### src/rtl/change_queue_defs.vh
// change_queue_defs.vh
// Shared definitions for the change_queue block: default geometry and the
// pointer-width helper. Meant to be included inside change_queue_pkg so the
// constants and the function are reachable through a package import.
`ifndef CHANGE_QUEUE_DEFS_VH
`define CHANGE_QUEUE_DEFS_VH

    // Default bit width of each captured value.
    localparam int CQ_DEFAULT_WIDTH = 4;

    // Default number of queue entries (power of two, 2..16).
    localparam int CQ_DEFAULT_DEPTH = 4;

    // Width of the read/write pointers. A depth of 1 would give a zero-width
    // pointer, so clamp to one bit.
    function automatic int cqPtrWidth(input int depth);
        return (depth <= 1) ? 1 : $clog2(depth);
    endfunction

`endif

### src/rtl/change_queue_pkg.sv
// change_queue_pkg
// Package shared by change_queue and change_queue_mem.
// Pulls in the shared geometry/pointer definitions and names the four
// operations the queue can perform in a cycle.
package change_queue_pkg;

`include "change_queue_defs.vh"

    // Operation decoded each cycle from {push, pop}.
    typedef enum logic [1:0] {
        OP_IDLE = 2'b00,
        OP_POP  = 2'b01,
        OP_PUSH = 2'b10,
        OP_BOTH = 2'b11
    } queue_op_e;

endpackage

### src/rtl/change_queue_mem.sv
// change_queue_mem
// DEPTH x WIDTH register array for the change queue.
// Ports:
//   iClk     - clock, writes happen on the rising edge
//   iWrEn    - write enable
//   iWrAddr  - write address
//   iWrData  - write data
//   iRdAddr  - read address (asynchronous read)
//   oRdData  - contents of entry iRdAddr
// Contents are not reset; the owner tracks which entries are live.
module change_queue_mem
    import change_queue_pkg::*;
#(
    parameter int WIDTH = CQ_DEFAULT_WIDTH,
    parameter int DEPTH = CQ_DEFAULT_DEPTH,
    localparam int PW   = cqPtrWidth(DEPTH)
) (
    input  logic             iClk,
    input  logic             iWrEn,
    input  logic [PW-1:0]    iWrAddr,
    input  logic [WIDTH-1:0] iWrData,
    input  logic [PW-1:0]    iRdAddr,
    output logic [WIDTH-1:0] oRdData
);

    logic [WIDTH-1:0] mem [DEPTH];

    always_ff @(posedge iClk) begin
        if (iWrEn) begin
            mem[iWrAddr] <= iWrData;
        end
    end

    assign oRdData = mem[iRdAddr];

endmodule

### src/rtl/change_queue.sv
// change_queue
// Small circular queue that buffers change events for a downstream consumer.
//
// Handshake: a push happens in every cycle with iChange=1 (no back-pressure
// towards the producer). The head entry is offered while oValid=1 and is
// consumed in a cycle where oValid=1 and iAck=1; iAck while oValid=0 is
// ignored. oData/oValid are registered, so a value pushed into an empty queue
// appears one cycle later.
//
// Ports:
//   iClk      - clock
//   iReset    - synchronous, active-high reset
//   iChange   - change strobe (push)
//   iData     - value captured with iChange
//   oData     - head-of-queue value, meaningful while oValid=1
//   oValid    - queue non-empty
//   iAck      - consumer accepts head entry
//   oCount    - number of stored entries, 0..DEPTH
//   oOverflow - sticky: an event arrived while full with no pop
//
// Build option:
//   CHANGE_QUEUE_KEEP_LATEST_EN - when defined, a push into a full queue
//   (without a pop) overwrites the newest entry instead of dropping iData.
module change_queue
    import change_queue_pkg::*;
#(
    parameter int WIDTH = CQ_DEFAULT_WIDTH,
    parameter int DEPTH = CQ_DEFAULT_DEPTH,
    localparam int PW   = cqPtrWidth(DEPTH),
    localparam int CW   = PW + 1
) (
    input  logic             iClk,
    input  logic             iReset,
    input  logic             iChange,
    input  logic [WIDTH-1:0] iData,
    output logic [WIDTH-1:0] oData,
    output logic             oValid,
    input  logic             iAck,
    output logic [CW-1:0]    oCount,
    output logic             oOverflow
);

    logic [PW-1:0]    wrPtr, wrPtrNext;
    logic [PW-1:0]    rdPtr, rdPtrNext;
    logic [CW-1:0]    count, countNext;
    logic             validQ, validNext;
    logic [WIDTH-1:0] dataQ, dataNext;
    logic             ovfQ, ovfNext;

    logic             memWe;
    logic [PW-1:0]    memWa;
    logic [WIDTH-1:0] memRd;

    logic             full;
    logic             push;
    logic             pop;
    queue_op_e        op;

    assign full = (count == CW'(DEPTH));
    assign push = iChange;
    assign pop  = validQ & iAck;
    assign op   = queue_op_e'({push, pop});

    change_queue_mem #(
        .WIDTH (WIDTH),
        .DEPTH (DEPTH)
    ) uMem (
        .iClk    (iClk),
        .iWrEn   (memWe),
        .iWrAddr (memWa),
        .iWrData (iData),
        .iRdAddr (rdPtrNext),
        .oRdData (memRd)
    );

    always_comb begin
        wrPtrNext = wrPtr;
        rdPtrNext = rdPtr;
        countNext = count;
        ovfNext   = ovfQ;
        memWe     = 1'b0;
        memWa     = wrPtr;

        case (op)
            OP_PUSH: begin
                if (!full) begin
                    memWe     = 1'b1;
                    wrPtrNext = wrPtr + PW'(1);
                    countNext = count + CW'(1);
                end else begin
                    ovfNext = 1'b1;
`ifdef CHANGE_QUEUE_KEEP_LATEST_EN
                    // Replace the newest entry; pointers and count stay put.
                    memWe = 1'b1;
                    memWa = wrPtr - PW'(1);
`endif
                end
            end
            OP_POP: begin
                rdPtrNext = rdPtr + PW'(1);
                countNext = count - CW'(1);
            end
            OP_BOTH: begin
                // Also legal when full: the slot being freed by the pop is
                // the one the write pointer targets.
                memWe     = 1'b1;
                wrPtrNext = wrPtr + PW'(1);
                rdPtrNext = rdPtr + PW'(1);
            end
            default: begin
            end
        endcase

        // Reset cycle ignores the strobes entirely.
        if (iReset) begin
            memWe = 1'b0;
        end

        validNext = (countNext != '0);

        // Registered head: the memory read happens before this edge's write
        // lands, so forward iData when the new head slot is being written now.
        if (!validNext) begin
            dataNext = dataQ;
        end else if (memWe && (memWa == rdPtrNext)) begin
            dataNext = iData;
        end else begin
            dataNext = memRd;
        end
    end

    always_ff @(posedge iClk) begin
        if (iReset) begin
            wrPtr  <= '0;
            rdPtr  <= '0;
            count  <= '0;
            validQ <= 1'b0;
            dataQ  <= '0;
            ovfQ   <= 1'b0;
        end else begin
            wrPtr  <= wrPtrNext;
            rdPtr  <= rdPtrNext;
            count  <= countNext;
            validQ <= validNext;
            dataQ  <= dataNext;
            ovfQ   <= ovfNext;
        end
    end

    assign oData     = dataQ;
    assign oValid    = validQ;
    assign oCount    = count;
    assign oOverflow = ovfQ;

endmodule

### config.mk
export PLATFORM = sky130hd
export DESIGN_NAME = change_queue
export DESIGN_NICKNAME = d
export VERILOG_FILES = /design/src/rtl/change_queue_pkg.sv /design/src/rtl/change_queue_mem.sv /design/src/rtl/change_queue.sv
export VERILOG_INCLUDE_DIRS = /design/src /design/src/rtl
export SDC_FILE = /design/constraint.sdc
export NUM_CORES = 1
export LEC_CHECK = 0
export CAP_MARGIN = 0
export CORE_MARGIN = 2
export CORE_UTILIZATION = 26
export DETAILED_ROUTE_END_ITERATION = 10
export MAX_ROUTING_LAYER = met4
export SLEW_MARGIN = 15
export SYNTH_ARGS = -nofsm -noshare
export SYNTH_HDL_FRONTEND = slang
export SYNTH_SLANG_ARGS = --single-unit
### constraint.sdc
create_clock -name iClk -period 3.4 [get_ports iClk]
set_input_delay 0.68 -clock iClk [delete_from_list [all_inputs] [get_ports iClk]]
set_output_delay 0.68 -clock iClk [all_outputs]
set_load 0.1 [all_outputs]
==> results of run 1 <==
cells in the mapped netlist, types with 4 or more instances:
cell type,count
o21ai_0,5
o2bb2ai_1,4
ha_1,11
nor2_1,8
mux2i_1,14
mux2_2,9
inv_1,11
o22ai_1,4
and2_1,5
edfxtp_1,16
a221oi_1,4
dfxtp_1,13
how the worst min path moves through the flow:
stage	startpoint	endpoint	cells past startpoint
3_5_place_dp	oOverflow$_SDFFE_PP0P_	oOverflow$_SDFFE_PP0P_	2
6_report	oOverflow$_SDFFE_PP0P_	oOverflow$_SDFFE_PP0P_	2
3_3_place_gp	oOverflow$_SDFFE_PP0P_	oOverflow$_SDFFE_PP0P_	2
4_1_cts	oOverflow$_SDFFE_PP0P_	oOverflow$_SDFFE_PP0P_	2
2_1_floorplan	memWa[1]$_SDFFE_PP0P_	memWa[1]$_SDFFE_PP0P_	2
5_1_grt	oOverflow$_SDFFE_PP0P_	oOverflow$_SDFFE_PP0P_	2
routing by layer:
layer | GRT usage, % | vias to the layer above
met2 | 16.2 | 9
met5 | - | -
met4 | 3.05 | 0
met3 | 3.63 | 2
met1 | 13.3 | 502
li1 | - | 528
worst max-delay path, cell delays in order:
cell and delay, ns:
clkdlybuf4s50_1 0.44, and2_1 0.18, ha_1 0.32, o21ai_0 0.22, and3_4 0.29, o311ai_4 0.44, mux2i_1 0.30, o2bb2ai_1 0.10
registers in the layout (all words and copies together), names as in the netlist:
signal / count
oValid: 1
memWa: 2
uMem.mem: 16
oOverflow: 1
oCount: 3
oData: 4
rdPtr: 2
per-stage QoR:
stage          utilization (%)  cells
2_1_floorplan                -    132
3_3_place_gp              30.8    222
3_5_place_dp              30.8    222
4_1_cts                   32.8    230
5_1_grt                   32.8    230
6_report                  32.8    230
kinds of logic after synthesis:
logic type / count (synthesis) / share of synthesized area [%]
simple gates: 25 / 8.98
xor+xnor: 3 / 1.68
fa+ha+maj: 11 / 8.82
compound gates: 27 / 13.6
flops: 29 / 47.5
buf+inv: 14 / 3.93
mux: 23 / 15.5
cells in the final DEF (no fill, tap or decap), types with 6 or more instances in the layout:
cell	instances
clkbuf_8	6
clkdlybuf4s50_1	13
dfxtp_1	13
edfxtp_1	16
ha_1	11
inv_1	11
mux2_2	9
mux2i_1	14
nor2_1	8
area by class of cell:
cell class	count	area (um2)	share of cell area, %
Clock buffer	7	86.3	4.50
Clock inverter	1	30.0	1.57
Inverter	11	41.3	2.15
Multi-Input combinational cell	89	758	39.5
Sequential cell	29	741	38.6
Tap cell	75	93.8	4.89
Timing Repair Buffer	18	168	8.74
where the power goes:
part	total, W	switching (W)	internal [W]
clock network	0.000363	0.000124	0.000239
logic	0.000274	0.000180	0.0000941
registers	0.000423	0.0000259	0.000397
total	0.00106	0.000330	0.000730
==> results_tabular.tex, run 1 <==
\begin{tabular}{lr}
\hline
Metric & Value \\
\hline
\multicolumn{2}{l}{\textbf{Clock network}} \\
\quad Clock-pin slew on the worst setup and hold paths & 0.06 ns \\
\quad Buffer levels on the longest clock path & 2 \\
\quad Total of hold buffers inserted after clock tree synthesis & 0 \\
\quad CTS sink count & 29 \\
\quad H-tree Lvls & 2 \\
\quad Num CTS Buffers & 5 \\
\quad Number of buffers inserted by post-CTS setup repair & 0 \\
\quad Clock tree from TritonCTS & yes \\
\quad Clock Latency Late Sink & 0.27 ns \\
\quad CTS root buffer & clkbuf\_8 \\
\quad Post-CTS resize count & 0 \\
\multicolumn{2}{l}{\textbf{STA}} \\
\quad Unrepaired setup endpoints after global routing & no \\
\quad Setup total negative slack & 0 ns \\
\quad Post-Route Skew & 0.00634 ns \\
\quad Max Slew Vio Count & 0 \\
\quad Hold violation total from the final report & 0 \\
\quad Max-slew headroom at the worst pin & 35.1\% \\
\quad Worst hold slack & 0.446 ns \\
\quad Final-report setup violation count & 0 \\
\quad Worst-Margin Slew & 0.971 ns \\
\quad Maximum clock frequency & 354 MHz \\
\quad Minimum clock period & 2.82 ns \\
\quad Post-route setup slack & 0.577 ns \\
\quad Final worst-path cycle share & 83.0\% \\
\multicolumn{2}{l}{\textbf{Yosys}} \\
\quad Top post-synthesis cells by area & edfxtp\_1, dfxtp\_1, mux2i\_1 \\
\quad Number of synthesis warnings & 0 \\
\quad Netlist area before placement & 0.00156 mm2 \\
\quad Primary flip-flop cell chosen by synthesis mapping & edfxtp\_1 \\
\quad Fraction of post-synthesis cell area in the top cell type by area & 30.8\% \\
\quad Mapped Nets & 151 \\
\quad Synthesized area divided by synthesized cell count & 11.8 um2 \\
\quad Flops \& latches, synth & 29 \\
\quad Number of distinct standard cells referenced by the synthesized netlist & 34 \\
\quad Sequential element share of the synthesized area & 47.5\% \\
\quad Post-synth ARST share & 0\% \\
\quad Synthesized netlist cell count & 132 \\
\quad Cell accounting for the most synthesized area & edfxtp\_1 \\
\quad Number of enable flip-flop cells after synthesis & 16 \\
\multicolumn{2}{l}{\textbf{Finish}} \\
\quad Fill count & 599 \\
\quad Diodes inserted & 0 \\
\quad Area grow syn2layout & 22.9\% \\
\quad Final nets & 173 \\
\quad Share of cells above drive strength 1 & 16.8\% \\
\quad Layout Cell Area excl Fill & 0.00192 mm2 \\
\multicolumn{2}{l}{\textbf{Detailed routing}} \\
\quad Residual DRC count & 0 \\
\quad Number of antenna-violating nets in the routed design & 0 \\
\quad Total wirelength of the detailed-routed design & 3.11 mm \\
\quad Count of vias placed by the detailed router & 1,041 \\
\quad DRC violation total after the first TritonRoute iteration & 56 \\
\quad WL met1 & 1.51 mm \\
\quad Detailed-routed wire length on met2 & 1.50 mm \\
\quad Detailed Routing Iterations Pass 1 & 4 \\
\quad Top routing layer in use & met4 \\
\quad WL/cell & 13.5 um \\
\quad Post-detailed-route via-to-cell ratio & 4.53 \\
\quad Routed length on met3 & 79 um \\
\multicolumn{2}{l}{\textbf{Setup path}} \\
\quad Endpoint of the lowest-slack register-to-register path & oData[3]\$\_SDFFE\_PP0P\_ \\
\quad Required time of the critical path & 3.56 ns \\
\quad First element of the critical path & iAck \\
\quad R2r startpoint & rdPtr[0]\$\_SDFF\_PP0\_ \\
\quad Highest fanout seen on the critical path & 8 \\
\quad Logic depth of the worst register-to-register path & 5 \\
\quad Critical Path Sink Type & flop \\
\quad Timing endpoint of the critical path & oData[3]\$\_SDFFE\_PP0P\_ \\
\quad CP Class & in -> reg \\
\quad Arrival time worst endpoint & 2.98 ns \\
\quad Crit path launch type & input pin \\
\quad Register-to-register setup slack & 0.92 ns \\
\multicolumn{2}{l}{\textbf{GRT}} \\
\quad Global-route usage over all layers & 10.6\% \\
\quad Maximum number of pins on one net before global-route repair & 19 \\
\quad Total congestion overflow after global routing & 0 \\
\quad Wire length of the first global-routing pass & 5.00 mm \\
\quad Antenna violations before repair & 0 \\
\quad Via count of the first global-routing pass & 1,050 \\
\multicolumn{2}{l}{\textbf{Place}} \\
\quad Placed inst area & 0.00180 mm2 \\
\quad Placer Congestion & 0.717 \\
\quad Place WS & 0.280 ns \\
\quad Port Buf Inserts & 16 \\
\quad HPWL reported at the end of detailed placement & 2.26 mm \\
\multicolumn{2}{l}{\textbf{Pwr}} \\
\quad Tot Pwr & 0.00106 W \\
\quad Max IR drop VDD & 0.344 mV \\
\quad Power per standard cell area & 553 mW/mm2 \\
\quad Leakage & 0.735 nW \\
\multicolumn{2}{l}{\textbf{Flow run}} \\
\quad Max capacitance violation total & 0 \\
\multicolumn{2}{l}{\textbf{Floorplan}} \\
\quad Die height & 81.5 um \\
\quad Ports & 17 \\
\quad Number of cell rows & 28 \\
\quad Overall die area & 0.00664 mm2 \\
\quad Initial core utilization & 26.7\% \\
\quad Die outline width & 81.5 um \\
\quad CORE AREA & 0.00585 mm2 \\
\multicolumn{2}{l}{\textbf{Min path}} \\
\quad Worst hold-check path type & reg -> reg \\
\multicolumn{2}{l}{\textbf{Run status}} \\
\quad Result of the run & complete, no violations \\
\hline
\end{tabular}
(Power assumes the default switching activity.)
==> run 2: changes to the inputs <==
==> constraint.sdc (replaced) <==
create_clock -name iClk -period 2.6 [get_ports iClk]
set_input_delay 0.52 -clock iClk [delete_from_list [all_inputs] [get_ports iClk]]
set_output_delay 0.52 -clock iClk [all_outputs]
set_load 0.1 [all_outputs]
==> run 2 against run 1 <==
Against the previous run: core utilization up 1.3 points; highest routed layer unchanged; wire length grew 2.3%; count of clock-buffer cells in the layout fell by 1; sequential cell count is the same; critical path type unchanged.
==> results_tabular.tex, run 2 (synthesis gave the netlist of run 1 again) <==
\begin{tabular}{lr}
\hline
Metric & Value \\
\hline
\multicolumn{2}{l}{\textbf{Pwr}} \\
\quad Sequential fraction of design power & 42.2\% \\
\quad Power share of the combinational group & 30.7\% \\
\quad Part of the power in the clock network & 27.0\% \\
\quad Leakage & 0.811 nW \\
\quad Max IR drop VDD & 0.345 mV \\
\quad Switching power total & 0.000443 W \\
\quad Power per standard cell area & 647 mW/mm2 \\
\quad Sw Ratio & 34.3\% \\
\quad Int Power & 0.000849 W \\
\multicolumn{2}{l}{\textbf{Setup path}} \\
\quad CP max stage delay & 0.52 ns \\
\quad Logic depth of the worst register-to-register path & 7 \\
\quad Highest fanout seen on the critical path & 4 \\
\quad Endpoint of the lowest-slack register-to-register path & oData[0]\$\_SDFFE\_PP0P\_ \\
\quad WP buf/inv & 2 \\
\quad Timing endpoint of the critical path & oData[0]\$\_SDFFE\_PP0P\_ \\
\quad Required time of the critical path & 2.76 ns \\
\quad Cell-by-cell trace of the critical path & clkdlybuf4s50\_1 -> inv\_1 -> ha\_1 -> or3\_4 -> and3\_4 -> o311ai\_4 -> mux2i\_1 -> o2bb2ai\_1 \\
\quad Arrival time worst endpoint & 2.65 ns \\
\quad CP Depth & 8 \\
\quad Slowest CP cell & clkdlybuf4s50\_1 \\
\quad First element of the critical path & iChange \\
\quad CP Class & in -> reg \\
\quad Cell class contributing the biggest share of worst-path delay & buffers and inverters \\
\quad Register-to-register setup slack & 0.44 ns \\
\quad Critical Path Sink Type & flop \\
\quad R2r startpoint & oValid\$\_SDFF\_PP0\_ \\
\quad Crit path launch type & input pin \\
\multicolumn{2}{l}{\textbf{STA}} \\
\quad Final-report setup violation count & 0 \\
\quad Final worst-path cycle share & 95.7\% \\
\quad Post-Route Skew & 0.00572 ns \\
\quad Post-route setup slack & 0.111 ns \\
\quad Maximum clock frequency & 402 MHz \\
\quad Worst-Margin Slew & 0.374 ns \\
\quad Max-slew headroom at the worst pin & 74.8\% \\
\quad Unrepaired setup endpoints after global routing & no \\
\quad Max Slew Vio Count & 0 \\
\quad Minimum clock period & 2.49 ns \\
\quad Hold violation total from the final report & 0 \\
\multicolumn{2}{l}{\textbf{Place}} \\
\quad Placer Congestion & 0.818 \\
\quad Port Buf Inserts & 16 \\
\quad Place WS & -0.234 ns \\
\quad HPWL reported at the end of detailed placement & 2.43 mm \\
\multicolumn{2}{l}{\textbf{Finish}} \\
\quad Fill count & 586 \\
\quad Most common cell after layout, fill and taps aside & buf\_4 \\
\quad Register with the most flip-flops & uMem.mem \\
\quad Commonest cells after routing, fill and taps aside & buf\_4, edfxtp\_1, mux2i\_1, dfxtp\_1 \\
\quad Share of cells above drive strength 1 & 29.2\% \\
\quad Diodes inserted & 0 \\
\quad Final nets & 189 \\
\quad Post-layout util & 34.1\% \\
\quad Max FFs per register & 16 \\
\quad Area grow syn2layout & 27.9\% \\
\multicolumn{2}{l}{\textbf{GRT}} \\
\quad Antenna violations before repair & 0 \\
\quad Global-route usage over all layers & 10.9\% \\
\quad Maximum number of pins on one net before global-route repair & 17 \\
\quad Via count of the first global-routing pass & 1,111 \\
\quad Total congestion overflow after global routing & 0 \\
\quad Wire length of the first global-routing pass & 5.24 mm \\
\multicolumn{2}{l}{\textbf{Clock network}} \\
\quad Number of buffers inserted by post-CTS setup repair & 0 \\
\quad Clock Latency Late Sink & 0.28 ns \\
\quad Post-CTS resize count & 0 \\
\quad Buffer levels on the longest clock path & 2 \\
\quad H-tree Lvls & 2 \\
\quad Clock tree from TritonCTS & yes \\
\quad Total of hold buffers inserted after clock tree synthesis & 0 \\
\quad Num CTS Buffers & 5 \\
\quad CTS root buffer & clkbuf\_8 \\
\quad CTS sink count & 29 \\
\quad Clock-pin slew on the worst setup and hold paths & 0.06 ns \\
\multicolumn{2}{l}{\textbf{Detailed routing}} \\
\quad Residual DRC count & 0 \\
\quad Total wirelength of the detailed-routed design & 3.18 mm \\
\quad Number of antenna-violating nets in the routed design & 0 \\
\quad Detailed Routing Iterations Pass 1 & 4 \\
\quad WL/cell & 12.9 um \\
\quad Count of vias placed by the detailed router & 1,111 \\
\quad Post-detailed-route via-to-cell ratio & 4.52 \\
\quad DRC violation total after the first TritonRoute iteration & 79 \\
\multicolumn{2}{l}{\textbf{Floorplan}} \\
\quad CORE AREA & 0.00585 mm2 \\
\quad Ports & 17 \\
\quad Die height & 81.5 um \\
\quad Overall die area & 0.00664 mm2 \\
\quad Initial core utilization & 26.7\% \\
\quad Die outline width & 81.5 um \\
\quad Number of cell rows & 28 \\
\multicolumn{2}{l}{\textbf{Flow run}} \\
\quad Max capacitance violation total & 0 \\
\multicolumn{2}{l}{\textbf{Min path}} \\
\quad Cells on Worst Hold Path & 2 \\
\quad Worst hold path startpoint & oOverflow\$\_SDFFE\_PP0P\_ \\
\quad Worst hold-check path type & reg -> reg \\
\multicolumn{2}{l}{\textbf{Run status}} \\
\quad Result of the run & complete, no violations \\
\hline
\end{tabular}
## run 2: cell types whose count changed in the layout (fill, tap and decap cells not counted), sizes merged
cell,previous run,this run
buf,5,27
clkdlybuf4s50,13,7
clkinv,0,2
bufinv,1,0
clkbuf,7,6
## run 2: worst min-delay path by stage
stage,to,slack (ns)
after floorplan,memWa[1]$_SDFFE_PP0P_,0.55
after global placement,oOverflow$_SDFFE_PP0P_,0.44
after detailed placement,oOverflow$_SDFFE_PP0P_,0.44
after global routing,oOverflow$_SDFFE_PP0P_,0.48
after CTS,oOverflow$_SDFFE_PP0P_,0.46
final,oOverflow$_SDFFE_PP0P_,0.45
## run 2: cell type report
type	instances	area (um2)	area share, %
clock buffers	6	72.6	3.64
inverters	11	41.3	2.07
clock inverters	2	10.0	0.502
well taps	75	93.8	4.70
flip-flops and latches	29	742	37.2
multi-input cells	89	763	38.2
repair buffers	34	273	13.7
## run 2: worst register-to-register path, delay by kind of cell, from the launching register on
kind | cells | cell delay, ns
multiplexers | 1 | 0.27
flip-flops | 1 | 0.31
AND/OR/NAND/NOR | 3 | 0.76
AO/OA/AOI/OAI | 2 | 0.43
adder cells (fa/ha/maj) | 1 | 0.27
## run 2: per-stage QoR
step	total power [W]	TNS (ns)	std cells	hold slack, ns	cell area [um2]
after global routing	0.00136	0	246	0.482	2000
final	0.00129	0	246	0.452	2000
after detailed placement	0.000952	-1.76	238	0.445	1910
after global placement	0.000948	-1.61	238	0.441	1910
after CTS	0.00130	0	246	0.460	1990
after floorplan	0.000838	0	132	0.550	1560
## run 2: layer usage
layer	GRT usage [%]	vias to the layer above	wire length [um]
li1	-	562	-
met1	13.2	517	1480
met2	17.4	25	1510
met3	2.97	7	140
met4	4.07	0	46
met5	-	-	0
## run 2: power by group through the flow
stage	Sequential (W)	Clock, W	Combinational [W]
2_1_floorplan	0.000678	0	0.000160
3_3_place_gp	0.000555	0	0.000393
3_5_place_dp	0.000556	0	0.000396
4_1_cts	0.000546	0.000357	0.000398
5_1_grt	0.000550	0.000380	0.000426
6_report	0.000546	0.000349	0.000397
==> run 3: changes to the inputs <==
--- a/config.mk
+++ b/config.mk
@@ -7,10 +7,13 @@
 export NUM_CORES = 1
 export LEC_CHECK = 0
 export CAP_MARGIN = 0
+export CELL_PAD_IN_SITES_DETAIL_PLACEMENT = 0
+export CELL_PAD_IN_SITES_GLOBAL_PLACEMENT = 1
 export CORE_MARGIN = 2
 export CORE_UTILIZATION = 26
 export DETAILED_ROUTE_END_ITERATION = 10
 export MAX_ROUTING_LAYER = met4
+export PLACE_DENSITY_LB_ADDON = 0.1
 export SLEW_MARGIN = 15
 export SYNTH_ARGS = -nofsm -noshare
 export SYNTH_HDL_FRONTEND = slang
==> run 3 against run 2 <==
Against the previous run: setup slack improved by 0.0073 ns; core utilization decreased by 0.47 points; wire length increased by 7.6%; non-clock buffer count decreased by 3; final cell count decreased by 1.2%; fmax increased by 0.29%; sequential power about the same; cell area decreased by 1.4%.
==> results_tabular.tex, run 3 (synthesis gave the netlist of run 1 again) <==
\begin{tabular}{lr}
\hline
Metric & Value \\
\hline
\multicolumn{2}{l}{\textbf{Run status}} \\
\quad Result of the run & complete, no violations \\
\multicolumn{2}{l}{\textbf{Floorplan}} \\
\quad CORE AREA & 0.00585 mm2 \\
\quad Number of cell rows & 28 \\
\quad Ports & 17 \\
\quad Die height & 81.5 um \\
\quad Initial core utilization & 26.7\% \\
\quad Overall die area & 0.00664 mm2 \\
\quad Die outline width & 81.5 um \\
\multicolumn{2}{l}{\textbf{GRT}} \\
\quad Wire length of the first global-routing pass & 5.44 mm \\
\quad Via count of the first global-routing pass & 1,139 \\
\quad Total congestion overflow after global routing & 0 \\
\quad Antenna violations before repair & 0 \\
\quad Global-route usage over all layers & 11.6\% \\
\quad Maximum number of pins on one net before global-route repair & 17 \\
\multicolumn{2}{l}{\textbf{Setup path}} \\
\quad Arrival time worst endpoint & 2.64 ns \\
\quad Required time of the critical path & 2.76 ns \\
\quad WP buf/inv & 2 \\
\quad Highest fanout seen on the critical path & 4 \\
\quad Crit path launch type & input pin \\
\quad Cell-by-cell trace of the critical path & clkdlybuf4s50\_1 -> inv\_1 -> ha\_1 -> or3\_4 -> and3\_4 -> o311ai\_4 -> mux2i\_1 -> o2bb2ai\_1 \\
\quad R2r startpoint & oValid\$\_SDFF\_PP0\_ \\
\quad Critical Path Sink Type & flop \\
\quad Slowest CP cell & clkdlybuf4s50\_1 \\
\quad CP Class & in -> reg \\
\quad Cell class contributing the biggest share of worst-path delay & buffers and inverters \\
\quad CP max stage delay & 0.53 ns \\
\quad First element of the critical path & iChange \\
\multicolumn{2}{l}{\textbf{Finish}} \\
\quad Most common cell after layout, fill and taps aside & buf\_4 \\
\quad Share of cells above drive strength 1 & 27.4\% \\
\quad Final nets & 186 \\
\quad Max FFs per register & 16 \\
\quad Register with the most flip-flops & uMem.mem \\
\quad Diodes inserted & 0 \\
\quad Area grow syn2layout & 26.1\% \\
\quad Commonest cells after routing, fill and taps aside & buf\_4, edfxtp\_1, mux2i\_1, dfxtp\_1 \\
\quad Number of non-filler instances in the completed layout & 243 \\
\multicolumn{2}{l}{\textbf{Pwr}} \\
\quad Sw Ratio & 34.3\% \\
\quad Power per standard cell area & 654 mW/mm2 \\
\quad Int Power & 0.000845 W \\
\quad Leakage & 0.796 nW \\
\quad Switching power total & 0.000442 W \\
\quad Max IR drop VDD & 0.207 mV \\
\quad Part of the power in the clock network & 27.3\% \\
\quad Power share of the combinational group & 30.4\% \\
\quad Sequential fraction of design power & 42.3\% \\
\multicolumn{2}{l}{\textbf{Detailed routing}} \\
\quad Residual DRC count & 0 \\
\quad Post-detailed-route via-to-cell ratio & 4.58 \\
\quad Count of vias placed by the detailed router & 1,113 \\
\quad WL/cell & 14.1 um \\
\quad Total wirelength of the detailed-routed design & 3.42 mm \\
\quad DRC violation total after the first TritonRoute iteration & 30 \\
\quad Detailed Routing Iterations Pass 1 & 4 \\
\quad Number of antenna-violating nets in the routed design & 0 \\
\multicolumn{2}{l}{\textbf{Clock network}} \\
\quad Number of buffers inserted by post-CTS setup repair & 0 \\
\quad CTS root buffer & clkbuf\_8 \\
\quad Clock Latency Late Sink & 0.27 ns \\
\quad Clock tree from TritonCTS & yes \\
\quad Num CTS Buffers & 5 \\
\quad Total of hold buffers inserted after clock tree synthesis & 0 \\
\quad H-tree Lvls & 2 \\
\quad Clock-pin slew on the worst setup and hold paths & 0.06 ns \\
\quad Post-CTS resize count & 0 \\
\quad CTS sink count & 29 \\
\quad Buffer levels on the longest clock path & 2 \\
\multicolumn{2}{l}{\textbf{STA}} \\
\quad Unrepaired setup endpoints after global routing & no \\
\quad Worst-Margin Slew & 0.393 ns \\
\quad Setup total negative slack & 0 ns \\
\quad Hold violation total from the final report & 0 \\
\quad Post-Route Skew & 0.00409 ns \\
\quad Maximum clock frequency & 403 MHz \\
\quad Final-report setup violation count & 0 \\
\quad Minimum clock period & 2.48 ns \\
\quad Max-slew headroom at the worst pin & 73.8\% \\
\quad Post-route setup slack & 0.118 ns \\
\quad Worst hold slack & 0.453 ns \\
\quad Final worst-path cycle share & 95.4\% \\
\quad Max Slew Vio Count & 0 \\
\multicolumn{2}{l}{\textbf{Place}} \\
\quad Number of placed cells counting well taps & 235 \\
\quad HPWL reported at the end of detailed placement & 2.69 mm \\
\quad Port Buf Inserts & 16 \\
\quad Placer Congestion & 0.797 \\
\quad Place WS & -0.181 ns \\
\multicolumn{2}{l}{\textbf{Min path}} \\
\quad Worst hold-check path type & reg -> reg \\
\quad Worst hold path startpoint & oOverflow\$\_SDFFE\_PP0P\_ \\
\multicolumn{2}{l}{\textbf{Flow run}} \\
\quad Max capacitance violation total & 0 \\
\hline
\end{tabular}
-- run 3: changes by cell type in the layout (fill, tap and decap cells not counted) --
cell	delta
nor3_2	-1
buf_4	-3
nor3_1	+1
-- run 3: routing by layer --
| metal | vias to the layer above | global-route usage, % | part of all wire [%] |
|---|---|---|---|
| met5 | - | - | 0 |
| li1 | 555 | - | - |
| met2 | 15 | 21.2 | 54 |
| met4 | 0 | 4.58 | 1.6 |
| met1 | 538 | 12.0 | 41 |
| met3 | 5 | 2.64 | 2.6 |
-- run 3: stage by stage --
stage / cell area [um2] / util (%) / power (W)
after global placement: 1890 / 32.2 / 0.000949
after detailed placement: 1890 / 32.2 / 0.000952
after global routing: 1970 / 33.6 / 0.00136
after CTS: 1970 / 33.6 / 0.00131
final: 1970 / 33.6 / 0.00129
after floorplan: 1560 / - / 0.000838
-- run 3: cell type report --
cell class | count | area, um2
Tap cell | 75 | 93.8
Inverter | 11 | 41.3
Multi-Input combinational cell | 89 | 758
Sequential cell | 29 | 742
Fill cell | 599 | 3880
Clock inverter | 2 | 10.0
Timing Repair Buffer | 31 | 250
Clock buffer | 6 | 72.6
-- run 3: final timing paths --
check	end	slack (ns)	cells past startpoint
setup / recovery	oData[3]$_SDFFE_PP0P_	0.12	8
hold / removal	oOverflow$_SDFFE_PP0P_	0.45	2
setup reg to reg	oData[3]$_SDFFE_PP0P_	0.48	7
hold reg to reg	oOverflow$_SDFFE_PP0P_	0.45	2
-- run 3: worst register-to-register path: cells and delay by family, from the launching register on --
| family | cells | cell delay (ns) |
|---|---|---|
| AND/OR/NAND/NOR | 3 | 0.77 |
| flip-flops | 1 | 0.31 |
| adder cells (fa/ha/maj) | 1 | 0.21 |
| multiplexers | 1 | 0.25 |
| AO/OA/AOI/OAI | 2 | 0.47 |
-- run 3: power by group through the flow --
stage | combinational (W) | sequential, W | clock, W
final | 0.000392 | 0.000544 | 0.000351
after global routing | 0.000422 | 0.000550 | 0.000385
after CTS | 0.000398 | 0.000545 | 0.000367
after detailed placement | 0.000397 | 0.000555 | 0
after global placement | 0.000394 | 0.000554 | 0
after floorplan | 0.000160 | 0.000678 | 0
